$ cat config.mk
export PLATFORM = sky130hd
export DESIGN_NAME = param_signal_separation
export DESIGN_NICKNAME = d
export VERILOG_FILES = /design/src/rtl/sep_pkg.sv /design/src/rtl/sep_moving_avg.sv /design/src/rtl/param_signal_separation.sv
export SDC_FILE = /design/constraint.sdc
export NUM_CORES = 1
export LEC_CHECK = 0
export CAP_MARGIN = 20
export CORE_MARGIN = 4
export CORE_UTILIZATION = 45
export DETAILED_ROUTE_END_ITERATION = 8
export HOLD_SLACK_MARGIN = 0.12
export PLACE_DENSITY = 0.66
export SLEW_MARGIN = 20
export SYNTH_ARGS = -nofsm -noshare
export SYNTH_HDL_FRONTEND = slang
export SYNTH_HIERARCHICAL = 1
export SYNTH_SLANG_ARGS = --single-unit
$ cat constraint.sdc
create_clock -name adc_clk -period 4.55 [get_ports adc_clk]
set_clock_uncertainty 0.15 [all_clocks]
set_input_delay 0.455 -clock adc_clk [delete_from_list [all_inputs] [get_ports adc_clk]]
set_output_delay 0.455 -clock adc_clk [all_outputs]
set_load 0.02 [all_outputs]
$ cat src/rtl/sep_pkg.sv
// rtl/sep_pkg.sv - shared mode encodings and helpers for the two-band separator
package sep_pkg;

    typedef enum logic [1:0] {
        SEP_MODE_SEPARATE = 2'b00,
        SEP_MODE_LOWBYP   = 2'b01,
        SEP_MODE_HIGHONLY = 2'b10,
        SEP_MODE_RSVD     = 2'b11
    } sep_mode_e;

    function automatic int midscale(input int w);
        return 1 << (w - 1);
    endfunction

    // Clamp a signed value into the unsigned range of a w-bit word.
    function automatic int sat_unsigned(input int v, input int w);
        int max_v;
        max_v = (1 << w) - 1;
        if (v < 0) begin
            return 0;
        end
        if (v > max_v) begin
            return max_v;
        end
        return v;
    endfunction

endpackage

$ cat src/rtl/sep_moving_avg.sv
// rtl/sep_moving_avg.sv - sample ring buffer, running sum, half-length delay tap and fill count
module sep_moving_avg
    import sep_pkg::*;
#(
    parameter int DATA_W   = 8,
    parameter int AVG_LOG2 = 4
) (
    input  logic                         adc_clk,
    input  logic                         rst_n,
    input  logic                         clear,
    input  logic                         in_valid,
    input  logic [DATA_W-1:0]            in_data,
    output logic [DATA_W+AVG_LOG2-1:0]   sum,
    output logic [DATA_W-1:0]            x_dly,
    output logic                         v1,
    output logic                         full
);

    localparam int N     = 1 << AVG_LOG2;
    localparam int SUM_W = DATA_W + AVG_LOG2;
    localparam int CNT_W = AVG_LOG2 + 1;

    logic [DATA_W-1:0]   sample_buf_q [N];
    logic [DATA_W-1:0]   sample_buf_d [N];
    logic [AVG_LOG2-1:0] wr_ptr_q, wr_ptr_d, tap_ptr;
    logic [SUM_W-1:0]    sum_q, sum_d;
    logic [DATA_W-1:0]   x_dly_q, x_dly_d;
    logic [CNT_W-1:0]    fill_q, fill_d;
    logic                v1_q, v1_d;
    logic                accept;

    assign accept = in_valid & ~clear;

    always_comb begin
        sample_buf_d = sample_buf_q;
        wr_ptr_d     = wr_ptr_q;
        sum_d        = sum_q;
        x_dly_d      = x_dly_q;
        fill_d       = fill_q;
        v1_d         = accept;
        // Pointer arithmetic wraps modulo N by width.
        tap_ptr      = wr_ptr_q - AVG_LOG2'(N / 2);
        if (accept) begin
            x_dly_d                = sample_buf_q[tap_ptr];
            sum_d                  = sum_q + SUM_W'(in_data) - SUM_W'(sample_buf_q[wr_ptr_q]);
            sample_buf_d[wr_ptr_q] = in_data;
            wr_ptr_d               = wr_ptr_q + AVG_LOG2'(1);
            if (fill_q != CNT_W'(N)) begin
                fill_d = fill_q + CNT_W'(1);
            end
        end
    end

    always_ff @(posedge adc_clk) begin
        if (!rst_n || clear) begin
            for (int i = 0; i < N; i++) begin
                sample_buf_q[i] <= '0;
            end
            wr_ptr_q <= '0;
            sum_q    <= '0;
            x_dly_q  <= '0;
            fill_q   <= '0;
            v1_q     <= 1'b0;
        end else begin
            sample_buf_q <= sample_buf_d;
            wr_ptr_q     <= wr_ptr_d;
            sum_q        <= sum_d;
            x_dly_q      <= x_dly_d;
            fill_q       <= fill_d;
            v1_q         <= v1_d;
        end
    end

    assign sum   = sum_q;
    assign x_dly = x_dly_q;
    assign v1    = v1_q;
    assign full  = (fill_q == CNT_W'(N));

endmodule

$ cat src/rtl/param_signal_separation.sv
// rtl/param_signal_separation.sv - two-band ADC separator top; SEP_AMPL_EN adds high-band peak-to-peak tracker
module param_signal_separation
    import sep_pkg::*;
#(
    parameter int DATA_W   = 8,
    parameter int AVG_LOG2 = 4
) (
    input  logic              adc_clk,
    input  logic              rst_n,
    input  logic              in_valid,
    input  logic [DATA_W-1:0] in_data,
    input  logic              clear,
    input  logic [1:0]        mode,
    output logic [DATA_W-1:0] low_out,
    output logic [DATA_W-1:0] high_out,
    output logic              out_valid,
    output logic              settled,
    output logic [DATA_W-1:0] hf_ampl,
    output logic              hf_ampl_valid
);

    localparam int SUM_W = DATA_W + AVG_LOG2;
    localparam int HW    = DATA_W + 2;
    localparam logic [DATA_W-1:0] MID = DATA_W'(midscale(DATA_W));

    logic [SUM_W-1:0]     sum;
    logic [DATA_W-1:0]    x_dly, lo, hi;
    logic                 v1, full, stage2;
    logic signed [HW-1:0] hi_wide;

    sep_mode_e         mode1_q, mode1_d;
    logic [DATA_W-1:0] low_q, low_d, high_q, high_d;
    logic              out_valid_q, out_valid_d, settled_q, settled_d;

    sep_moving_avg #(
        .DATA_W   (DATA_W),
        .AVG_LOG2 (AVG_LOG2)
    ) u_avg (
        .adc_clk  (adc_clk),
        .rst_n    (rst_n),
        .clear    (clear),
        .in_valid (in_valid),
        .in_data  (in_data),
        .sum      (sum),
        .x_dly    (x_dly),
        .v1       (v1),
        .full     (full)
    );

    // A clear in the same cycle drops the sample already in stage 2.
    assign stage2 = v1 & ~clear;
    assign lo     = sum[SUM_W-1:AVG_LOG2];

    always_comb begin
        mode1_d     = mode1_q;
        low_d       = low_q;
        high_d      = high_q;
        out_valid_d = stage2;
        settled_d   = clear ? 1'b0 : (settled_q | (stage2 & full));
        hi_wide     = $signed({2'b00, x_dly}) - $signed({2'b00, lo}) + $signed({2'b00, MID});
        hi          = DATA_W'(sat_unsigned(int'(hi_wide), DATA_W));
        if (in_valid && !clear) begin
            mode1_d = sep_mode_e'(mode);
        end
        if (stage2) begin
            case (mode1_q)
                SEP_MODE_LOWBYP: begin
                    low_d  = x_dly;
                    high_d = MID;
                end
                SEP_MODE_HIGHONLY: begin
                    low_d  = '0;
                    high_d = hi;
                end
                default: begin
                    low_d  = lo;
                    high_d = hi;
                end
            endcase
        end
    end

    always_ff @(posedge adc_clk) begin
        if (!rst_n) begin
            mode1_q     <= SEP_MODE_SEPARATE;
            low_q       <= '0;
            high_q      <= MID;
            out_valid_q <= 1'b0;
            settled_q   <= 1'b0;
        end else begin
            mode1_q     <= mode1_d;
            low_q       <= low_d;
            high_q      <= high_d;
            out_valid_q <= out_valid_d;
            settled_q   <= settled_d;
        end
    end

    assign low_out   = low_q;
    assign high_out  = high_q;
    assign out_valid = out_valid_q;
    assign settled   = settled_q;

`ifdef SEP_AMPL_EN
    localparam int N = 1 << AVG_LOG2;

    logic [AVG_LOG2-1:0] blk_cnt_q, blk_cnt_d;
    logic [DATA_W-1:0]   min_q, min_d, max_q, max_d, ampl_q, ampl_d;
    logic                ampl_valid_q, ampl_valid_d;

    // Block boundaries follow processed samples, not the fill count.
    always_comb begin
        blk_cnt_d    = blk_cnt_q;
        min_d        = min_q;
        max_d        = max_q;
        ampl_d       = ampl_q;
        ampl_valid_d = 1'b0;
        if (clear) begin
            blk_cnt_d = '0;
        end else if (stage2) begin
            min_d     = (blk_cnt_q == '0 || hi < min_q) ? hi : min_q;
            max_d     = (blk_cnt_q == '0 || hi > max_q) ? hi : max_q;
            blk_cnt_d = blk_cnt_q + AVG_LOG2'(1);
            if (blk_cnt_q == AVG_LOG2'(N - 1)) begin
                ampl_d       = max_d - min_d;
                ampl_valid_d = 1'b1;
            end
        end
    end

    always_ff @(posedge adc_clk) begin
        if (!rst_n) begin
            blk_cnt_q    <= '0;
            min_q        <= '0;
            max_q        <= '0;
            ampl_q       <= '0;
            ampl_valid_q <= 1'b0;
        end else begin
            blk_cnt_q    <= blk_cnt_d;
            min_q        <= min_d;
            max_q        <= max_d;
            ampl_q       <= ampl_d;
            ampl_valid_q <= ampl_valid_d;
        end
    end

    assign hf_ampl       = ampl_q;
    assign hf_ampl_valid = ampl_valid_q;
`else
    assign hf_ampl       = '0;
    assign hf_ampl_valid = 1'b0;
`endif

endmodule

* After elaboration in Yosys (flattened, before gate mapping)
Index checks and enable logic that the tools add are counted.
** Storage, ports and cells
- Bits in registers :: 178
- Output and inout port bits :: 27
- Word-level logic and storage cells :: 74
** Cells by class
- $add $sub $neg :: 7
- Magnitude comparators :: 5
- Eq/ne operators :: 4
- Multiplexer cells :: 17
- Bitwise logic cells :: 8
- Reductions and logical operators :: 7
** Operators by type and width (number)
- bitwise mux 128 bit :: 1
- two-way mux 8 bit :: 9
- binary-select mux 8 bit (select 4 bit) :: 2
- demux 8 bit (select 4 bit) :: 1
- one-hot mux 8 bit (2 select lines) :: 1
- adder 12 x 8 -> 12 bit :: 1
- subtractor 12 x 8 -> 12 bit :: 1
- adder 9 x 9 -> 10 bit (second input constant) :: 1
- greater-or-equal comparator 5 bit (second input constant) :: 2
- greater-than comparator 10 x 9 -> 1 bit (second input constant) :: 1
- less-than comparator 10 x 1 -> 1 bit (second input constant) :: 1
- NOT 4 -> 5 bit :: 2
- subtractor 8 x 8 -> 9 bit :: 1
- adder 5 x 1 -> 5 bit (second input constant) :: 1
- equality test 5 bit (second input constant) :: 1
- less-than comparator 5 x 1 -> 1 bit (second input constant) :: 1
- inequality test 5 bit (second input constant) :: 1
- adder 4 x 1 -> 4 bit (second input constant) :: 1
- subtractor 4 bit (second input constant) :: 1
- AND 1 bit :: 3
- two-way mux 1 bit :: 3
- equality test 2 x 1 -> 1 bit (second input constant) :: 1
- equality test 2 bit (second input constant) :: 1
- logical AND 1 bit :: 2
- other kinds (6) :: 8

* Depth between registers and ports, before layout
Gate-level depths: netlist of run 1.
- Depth in word-level cells :: 8
- Depth in mapped cells :: 16

* Hierarchy
The synthesis of run 1 kept the hierarchy.
** Modules (own cells, without submodules)
- sep_moving_avg :: times used 1, cells each 853, area each 7721.2 µm², seq. area each 3163.0 µm²
- param_signal_separation :: times used 1, cells each 152, area each 1400.1 µm², seq. area each 400.4 µm²

* Worst setup path before layout of run 1
Ideal clock, no wire load.
- Path type :: register to register
- Start :: reg u_avg.wr_ptr_q[1]
- End :: reg u_avg.sum_q[10] (netlist: u_avg/sum[10])
- Library setup time :: 0.127 ns
- Data arrival time :: 3.213 ns
- Setup slack :: 1.060 ns
- Stages on the path, launching flop included :: 16
- Path buffers :: 2
- Period minus slack after synthesis :: 3.490 ns
- Cell sequence :: dfxtp_1 buf_6 buf_6 mux4_2 nand2_1 nand2_1 nor2_1 a31oi_1 fa_1 inv_1 fa_1 a21oi_1 o211ai_1 and2_1 o41ai_1 nor3_1
** Between the ends
- Cells in the longest elaborated chain, start to end :: 5
** Ends and longest elaborated chain
- start, declared :: line sep_moving_avg.sv:25 : logic [AVG_LOG2-1:0] wr_ptr_q, wr_ptr_d, tap_ptr;
- start signal, assigned :: line sep_moving_avg.sv:66 : wr_ptr_q <= wr_ptr_d;
- NOT 4 -> 5 bit (not written as such) :: line sep_moving_avg.sv:45 : sum_d = sum_q + SUM_W'(in_data) - SUM_W'(sample_buf_q[wr_ptr_q]);
- binary-select mux 8 bit (select 4 bit) :: line sep_moving_avg.sv:45
- two-way mux 8 bit (not written as such) (2 in series) :: line sep_moving_avg.sv:45
- subtractor 12 x 8 -> 12 bit :: line sep_moving_avg.sv:45
- end signal, assigned :: line sep_moving_avg.sv:67 : sum_q <= sum_d;
- end, declared :: line sep_moving_avg.sv:26 : logic [SUM_W-1:0] sum_q, sum_d;
Every way passes these cells. The select of a mux whose other input is x is not followed.
A chain may end at the register's enable or synchronous reset.

* Worst setup path after layout of run 1
- Start :: reg u_avg.wr_ptr_q[1]
- End :: reg u_avg.sum_q[9] (netlist: u_avg/sum[9])
Same word-level chain as after synthesis.

==> results of run 1 <==
==> where the power goes <==
| group | internal (mW) | leakage, nW | switching (mW) |
|---|---|---|---|
| clock | 0.791 | 0.285 | 0.673 |
| sequential | 1.58 | 1.44 | 0.0184 |
| combinational | 0.181 | 2.02 | 0.284 |
==> placed cells by master (no fill, tap or decap), types with 4 or more instances in the layout <==
| cell type | n |
|---|---|
| a21o_1 | 7 |
| nand3_1 | 6 |
| nand2_1 | 120 |
| clkdlybuf4s50_1 | 31 |
| o21ai_0 | 70 |
| conb_1 | 9 |
| ha_1 | 28 |
| o31ai_1 | 5 |
| a21oi_1 | 87 |
| inv_1 | 47 |
| xnor2_1 | 8 |
| fa_1 | 9 |
| nor3_1 | 4 |
| o21a_1 | 4 |
| nor2_8 | 4 |
| o22ai_1 | 8 |
| a211oi_1 | 4 |
| clkbuf_16 | 17 |
| o211a_1 | 9 |
| nand4_1 | 7 |
| a22oi_1 | 7 |
| a31oi_1 | 9 |
| xor2_1 | 8 |
| buf_4 | 16 |
| dfxtp_1 | 177 |
| mux4_2 | 32 |
| mux2i_1 | 61 |
| nor2_4 | 6 |
| nor2_1 | 136 |
| o211ai_1 | 8 |
| nor2b_1 | 8 |
| nand2_2 | 4 |
==> layer usage <==
metal,routed length (um),up-vias
met2,10400,165
met3,1050,33
met5,0,-
met1,10500,3406
li1,-,3474
met4,461,0
==> how the worst max path moves through the flow <==
stage | from | to | cells after the start | slack, ns
3_5_place_dp | u_avg/wr_ptr_q[1]$_SDFFE_PP0P_ | u_avg/sum[9]$_SDFFE_PP0P_ | 14 | 0.58
5_1_grt | u_avg/wr_ptr_q[1]$_SDFFE_PP0P_ | u_avg/sum[9]$_SDFFE_PP0P_ | 14 | 0.29
4_1_cts | u_avg/wr_ptr_q[1]$_SDFFE_PP0P_ | u_avg/sum[9]$_SDFFE_PP0P_ | 14 | 0.55
3_3_place_gp | u_avg/wr_ptr_q[1]$_SDFFE_PP0P_ | u_avg/sum[10]$_SDFFE_PP0P_ | 14 | 0.65
2_1_floorplan | u_avg/wr_ptr_q[1]$_SDFFE_PP0P_ | u_avg/sum[10]$_SDFFE_PP0P_ | 15 | 1.06
6_report | u_avg/wr_ptr_q[1]$_SDFFE_PP0P_ | u_avg/sum[9]$_SDFFE_PP0P_ | 14 | 0.55
==> critical path: cells and delay by family, from the launching register on <==
family          cells  cell delay (ns)
compound gates      5             0.99
buf+inv             2             0.36
flops               1             0.54
xor+xnor            1             0.17
mux                 1             0.53
simple gates        3             0.26
fa+ha+maj           2             0.85
==> flip-flops by register name, indices dropped and copies added (netlist names) <==
signal              flops
high_out                8
low_out                 8
mode1_q                 2
out_valid               1
settled                 1
u_avg/fill_q            5
u_avg/sample_buf_q    128
u_avg/sum              12
u_avg/v1                1
u_avg/wr_ptr_q          4
u_avg/x_dly             8
==> metrics by stage <==
stage	hold slack [ns]	power (mW)	instance area (sq um)
floorplan	0.300	1.98	9150
global placement	0.305	2.09	9510
detailed placement	0.313	2.09	9510
CTS	0.326	3.56	10100
global route	0.332	3.68	10100
finish	0.322	3.53	10100
==> layout make-up <==
type / count / area, sq um
Fill cell: 1843 / 9620
Timing Repair Buffer: 48 / 450
Sequential cell: 178 / 3560
Inverter: 48 / 180
Clock inverter: 13 / 148
Multi-Input combinational cell: 713 / 4980
Clock buffer: 19 / 443
Tap cell: 265 / 332
==> kinds of logic (layout without fill, tap and decap cells) <==
group           count (synthesis)  count (layout)  share of synthesized area (%)
compound gates                233             233                           15.6
other cells                     1               9                         0.0411
fa+ha+maj                      37              37                           5.82
simple gates                  324             324                           16.5
buf+inv                       122             128                           6.72
flops                         178             178                           39.1
xor+xnor                       16              16                           1.54
mux                            94              94                           14.7
==> results.toml, run 1 <==
[outcome]
outcome = "finished, final reports clean"

[setup_path]
timing.rr.start = "u_avg/wr_ptr_q[1]$_SDFFE_PP0P_"
reg2reg_slack_ns = 0.55
crit_chain = "buf_12 > mux4_2 > nand2_1 > nand2_1 > nor2_1 > a31oi_1 > fa_1 > inv_1 > ha_1 > a211oi_1 > o211ai_1 > a41oi_1 > xor2_1 > a21oi_1"
critPathSlowestCell = "dfxtp_2"
worst-path-max-fanout = 29
end_kind = "flip-flop"
criticalPathCategory = "reg -> reg"
start_kind = "flip-flop"
slowest_delay_ns = 0.54
ff2ff_path_depth = 14
critPathArrivalTime_ns = 4.16
cp.required_ns = 4.71
crit_top_cell = "nand2_1"
timing.rr.end = "u_avg/sum[9]$_SDFFE_PP0P_"

[hold_path]
hold_path.class = "reg -> reg"
min_path_cells = 2
hold_start = "high_out[5]$_SDFFE_PN0P_"
whs_endpoint = "high_out[5]$_SDFFE_PN0P_"

[global_routing]
grt_pass1_wl_um = 36300
grt_start_max_net_pins = 74
grt_usage_pct = 20.4
grt_use_met1_pct = 28.9
use_met3_pct = 3.97
grt_overflow = 0
grt_pass1_vias = 6723
grt.busiest_layer = "met2"
met2_usage_pct = 31.5
antenna_found_initial = 0

[routing]
wl_per_cell_um = 17.4
drt-initial-drc-count = 599
ant_nets = 0
totalWireLength_um = 22300
drtPass1Iterations = 5
drc = 0
avgViaCountPerCell = 5.51
dr_total_vias = 7078

[clock_tree]
cts_hold_buffers = 0
clkTransAtPathRegs_ns = 0.07
cts_max_path_buffers = 2
ctsResizeCount = 0
htreeDepth = 4
cts-root-buf = "clkbuf_16"
cts_buffers = 17
cts.sinks = 178
cts_tree = "done"
insertion_delay_ns = 0.44
post_cts_buffers = 0

[timing]
layout_setup_ws_ns = 0.553
finalSetupViolations = 0
fmax_mhz = 250
period_share_pct = 87.8
relSlewSlack_pct = 41.1
maxSlewViolCount = 0
finalHoldViolations = 0
worst_pin_slew_ns = 0.881
setup_tns_ns = 0
finalCriticalPeriod_ns = 4.00
rsz0062_at_grt = "false"

[logic_synthesis]
synth_common_cells = "dfxtp_1, nor2_1, nand2_1"
synth-async-reset-ratio_pct = 0
ys_warn_count = 6
syn_avg_cell_area_sq_um = 9.08
ys_ff_latch = 178
synth.area.top_cells = "dfxtp_1, mux4_2, mux2i_1, nor2_1, nand2_1"
synth_cells = 1005
synth_top_area_share_pct = 39.1
ys_seq_area_share_pct = 39.1
netlist_area_sq_um = 9120
synth_cell_types = 67
synth_enable_flop_cells = 0
yosysMostFrequentCell = "dfxtp_1"
synth-main-ff-cell = "dfxtp_1"
synth.largest_area_cell = "dfxtp_1"

[place]
gp_congestion = 0.864
hpwl_um = 15200
place_ws_ns = 0.576
place_inst = 1252
io_buffers = 31

[layout]
areaGrowthSynthToFinish_pct = 10.7
stdcell_count = 1284
final_nets = 1057
num_antenna_cells = 0
final_layout_size_suffix_gt1_share_pct = 11.4
final_util_pct = 51.2

[pwr]
ir_drop_v = 0.000221
leakagePower_nw = 3.75
pwr_density_cell_nw_per_um2 = 349

[floorplan]
fp.dieH_um = 150
dieArea_sq_um = 22600
core_sq_um = 19700
start_util_pct = 46.3
std_cell_rows = 51
io_pins = 41
die_x_um = 150

[flow_run]
cap_violations = 0
Power figures use the tool's default switching activity.
==> run 2, diff against run 1 <==
--- a/config.mk
+++ b/config.mk
@@ -11,7 +11,6 @@
 export DETAILED_ROUTE_END_ITERATION = 8
 export HOLD_SLACK_MARGIN = 0.12
 export PLACE_DENSITY = 0.66
-export SLEW_MARGIN = 20
 export SYNTH_ARGS = -nofsm -noshare
 export SYNTH_HDL_FRONTEND = slang
 export SYNTH_HIERARCHICAL = 1
==> results of run 2 <==
The final DEF is identical to that of run 1; final timing and power are the same.
==> run 3, diff against run 2 <==
--- a/config.mk
+++ b/config.mk
@@ -10,7 +10,7 @@
 export CORE_UTILIZATION = 45
 export DETAILED_ROUTE_END_ITERATION = 8
 export HOLD_SLACK_MARGIN = 0.12
-export PLACE_DENSITY = 0.66
+export PLACE_DENSITY = 0.69
 export SYNTH_ARGS = -nofsm -noshare
 export SYNTH_HDL_FRONTEND = slang
 export SYNTH_HIERARCHICAL = 1
==> constraint.sdc (replaced) <==
create_clock -name adc_clk -period 3.25 [get_ports adc_clk]
set_clock_uncertainty 0.15 [all_clocks]
set_input_delay 0.325 -clock adc_clk [delete_from_list [all_inputs] [get_ports adc_clk]]
set_output_delay 0.325 -clock adc_clk [all_outputs]
set_load 0.02 [all_outputs]
==> run 3 against run 2 <==
The flow now finishes with violations (setup timing); sequential power grew 40%; core utilization is 3.5 points higher; register-to-register slack got worse by 0.73 ns; fmax is 17% higher; worst setup slack lost 0.73 ns; die area stayed put; sequential cell count unchanged; critical path depth up 2; design area grew 6.8%; critical path type unchanged; critical endpoint unchanged; largest cell class unchanged; first-iteration DRC count down 11%; non-clock buffer count grew 50.
==> results.toml, run 3 (synthesis gave the netlist of run 1 again) <==
[routing]
wl_met3_um = 1210
drc = 0
avgViaCountPerCell = 5.52
wirelength_met1_um = 10300
wl_per_cell_um = 17.4
dr_total_vias = 7360
drtPass1Iterations = 4
ant_nets = 0
drt-initial-drc-count = 534
wl_met2_um = 11100
top_layer_used = "met4"
totalWireLength_um = 23200

[layout]
final_layout_size_suffix_gt1_share_pct = 19.6
largest_reg_flops = 128
final_common_cell = "dfxtp_1"
final_util_pct = 54.7
areaGrowthSynthToFinish_pct = 18.3
fillers = 1753
num_antenna_cells = 0
final_cell_mix = "dfxtp_1, nor2_1, nand2_1"
final_nets = 1107
regMostFlops = "u_avg/sample_buf_q"

[timing]
finalSetupViolations = 6
period_share_pct = 106
worst_pin_slew_ns = 0.779
relSlewSlack_pct = 47.9
rsz0062_at_grt = "true"
fmax_mhz = 292
finalCriticalPeriod_ns = 3.43
finalHoldViolations = 0
maxSlewViolCount = 0
layout_setup_ws_ns = -0.179

[setup_path]
slowest_delay_ns = 0.51
end_kind = "flip-flop"
worst-path-max-fanout = 8
crit_chain = "buf_12 > buf_4 > mux4_2 > nand2_2 > nand2_2 > nor2_1 > a31oi_1 > fa_1 > inv_2 > ha_4 > a211oi_2 > o211ai_1 > buf_4 > a41oi_2 > xor2_1 > a21oi_1"
cp.required_ns = 3.42
reg2reg_slack_ns = -0.18
critPathArrivalTime_ns = 3.60
critPathSlowestCell = "fa_1"
criticalPathCategory = "reg -> reg"
critPathTopFamily = "adder cells"
worst-path-buf-inv = 4
start_kind = "flip-flop"

[floorplan]
dieArea_sq_um = 22600
std_cell_rows = 51
core_sq_um = 19700
io_pins = 41
fp.dieH_um = 150
die_x_um = 150
start_util_pct = 46.3

[clock_tree]
cts_tree = "done"
clkTransAtPathRegs_ns = 0.07
cts-root-buf = "clkbuf_16"
cts_buffers = 17
cts_hold_buffers = 0
cts_max_path_buffers = 2
insertion_delay_ns = 0.43
cts.sinks = 178
htreeDepth = 4

[global_routing]
antenna_found_initial = 0
grt_pass1_vias = 7101
grt_pass1_wl_um = 37500
grt_start_max_net_pins = 68
grt_overflow = 0
grt_usage_pct = 21.0

[hold_path]
hold_path.class = "reg -> reg"

[pwr]
pwr_density_cell_nw_per_um2 = 474
ir_drop_v = 0.000380
leakagePower_nw = 4.06

[outcome]
violations = "setup timing"
outcome = "complete, but fails checks"

[place]
gp_congestion = 0.850
hpwl_um = 15800
io_buffers = 31
place_ws_ns = -0.143

[flow_run]
cap_violations = 0
[run 3: changes by cell type in the layout (fill, tap and decap cells not counted), moves of 6 or more]
cell and delta:
nand2_2 +15, ha_4 +6, nand2_1 -15, buf_12 +7, ha_1 -6, buf_4 +41
[run 3: area by class of cell]
| cell class | count | area (sq um) | share of cell area, % |
|---|---|---|---|
| Timing Repair Buffer | 98 | 937 | 8.69 |
| Inverter | 48 | 180 | 1.67 |
| Clock buffer | 19 | 453 | 4.20 |
| Tap cell | 265 | 332 | 3.07 |
| Sequential cell | 178 | 3570 | 33.1 |
| Clock inverter | 13 | 141 | 1.31 |
| Multi-Input combinational cell | 713 | 5180 | 48.0 |
[run 3: final timing paths]
kind | startpoint | cells after the start | endpoint
worst min-delay path | high_out[3]$_SDFFE_PN0P_ | 2 | high_out[3]$_SDFFE_PN0P_
worst min register to register | high_out[3]$_SDFFE_PN0P_ | 2 | high_out[3]$_SDFFE_PN0P_
worst max-delay path | u_avg/wr_ptr_q[1]$_SDFFE_PP0P_ | 16 | u_avg/sum[9]$_SDFFE_PP0P_
worst max register to register | u_avg/wr_ptr_q[1]$_SDFFE_PP0P_ | 16 | u_avg/sum[9]$_SDFFE_PP0P_
[run 3: worst register-to-register path: cells and delay by family (launching register included)]
kind                     cells  cell delay (ns)
adder cells (fa/ha/maj)      2             0.72
AO/OA/AOI/OAI                5             0.66
multiplexers                 1             0.50
buffers and inverters        4             0.47
flip-flops                   1             0.38
AND/OR/NAND/NOR              3             0.24
XOR/XNOR                     1             0.19
[run 3: what timing repair did]
action                                  CTS  global route
pin swaps                                13            18
gates resized for setup                  18            19
hold endpoints to repair                  0             0
setup buffers                             7             8
cloned                                    1             0
endpoints found under the setup margin    7             8
[run 3: stage by stage]
step	power, mW	instances	area (sq um)	hold WS (ns)	TNS, ns
after CTS	5.10	1326	10700	0.326	-0.531
final	5.11	1334	10800	0.318	-0.642
after floorplan	2.81	1013	9260	0.251	-0.000189
after detailed placement	3.02	1286	9920	0.310	-0.619
after global placement	3.01	1286	9920	0.304	-0.368
after global routing	5.32	1334	10800	0.345	-1.99
[run 3: where the power goes]
group	leakage, nW	internal, mW	switching (mW)
Sequential	1.44	2.21	0.0272
Combinational	2.33	0.352	0.442
Clock	0.293	1.13	0.954
Total	4.06	3.69	1.42
[run 3: per-layer routing]
| metal | GRT usage, % | up-vias |
|---|---|---|
| met4 | 6.86 | 0 |
| met1 | 28.0 | 3536 |
| met3 | 4.46 | 39 |
| met2 | 34.0 | 214 |
| li1 | - | 3571 |
| met5 | 0 | - |
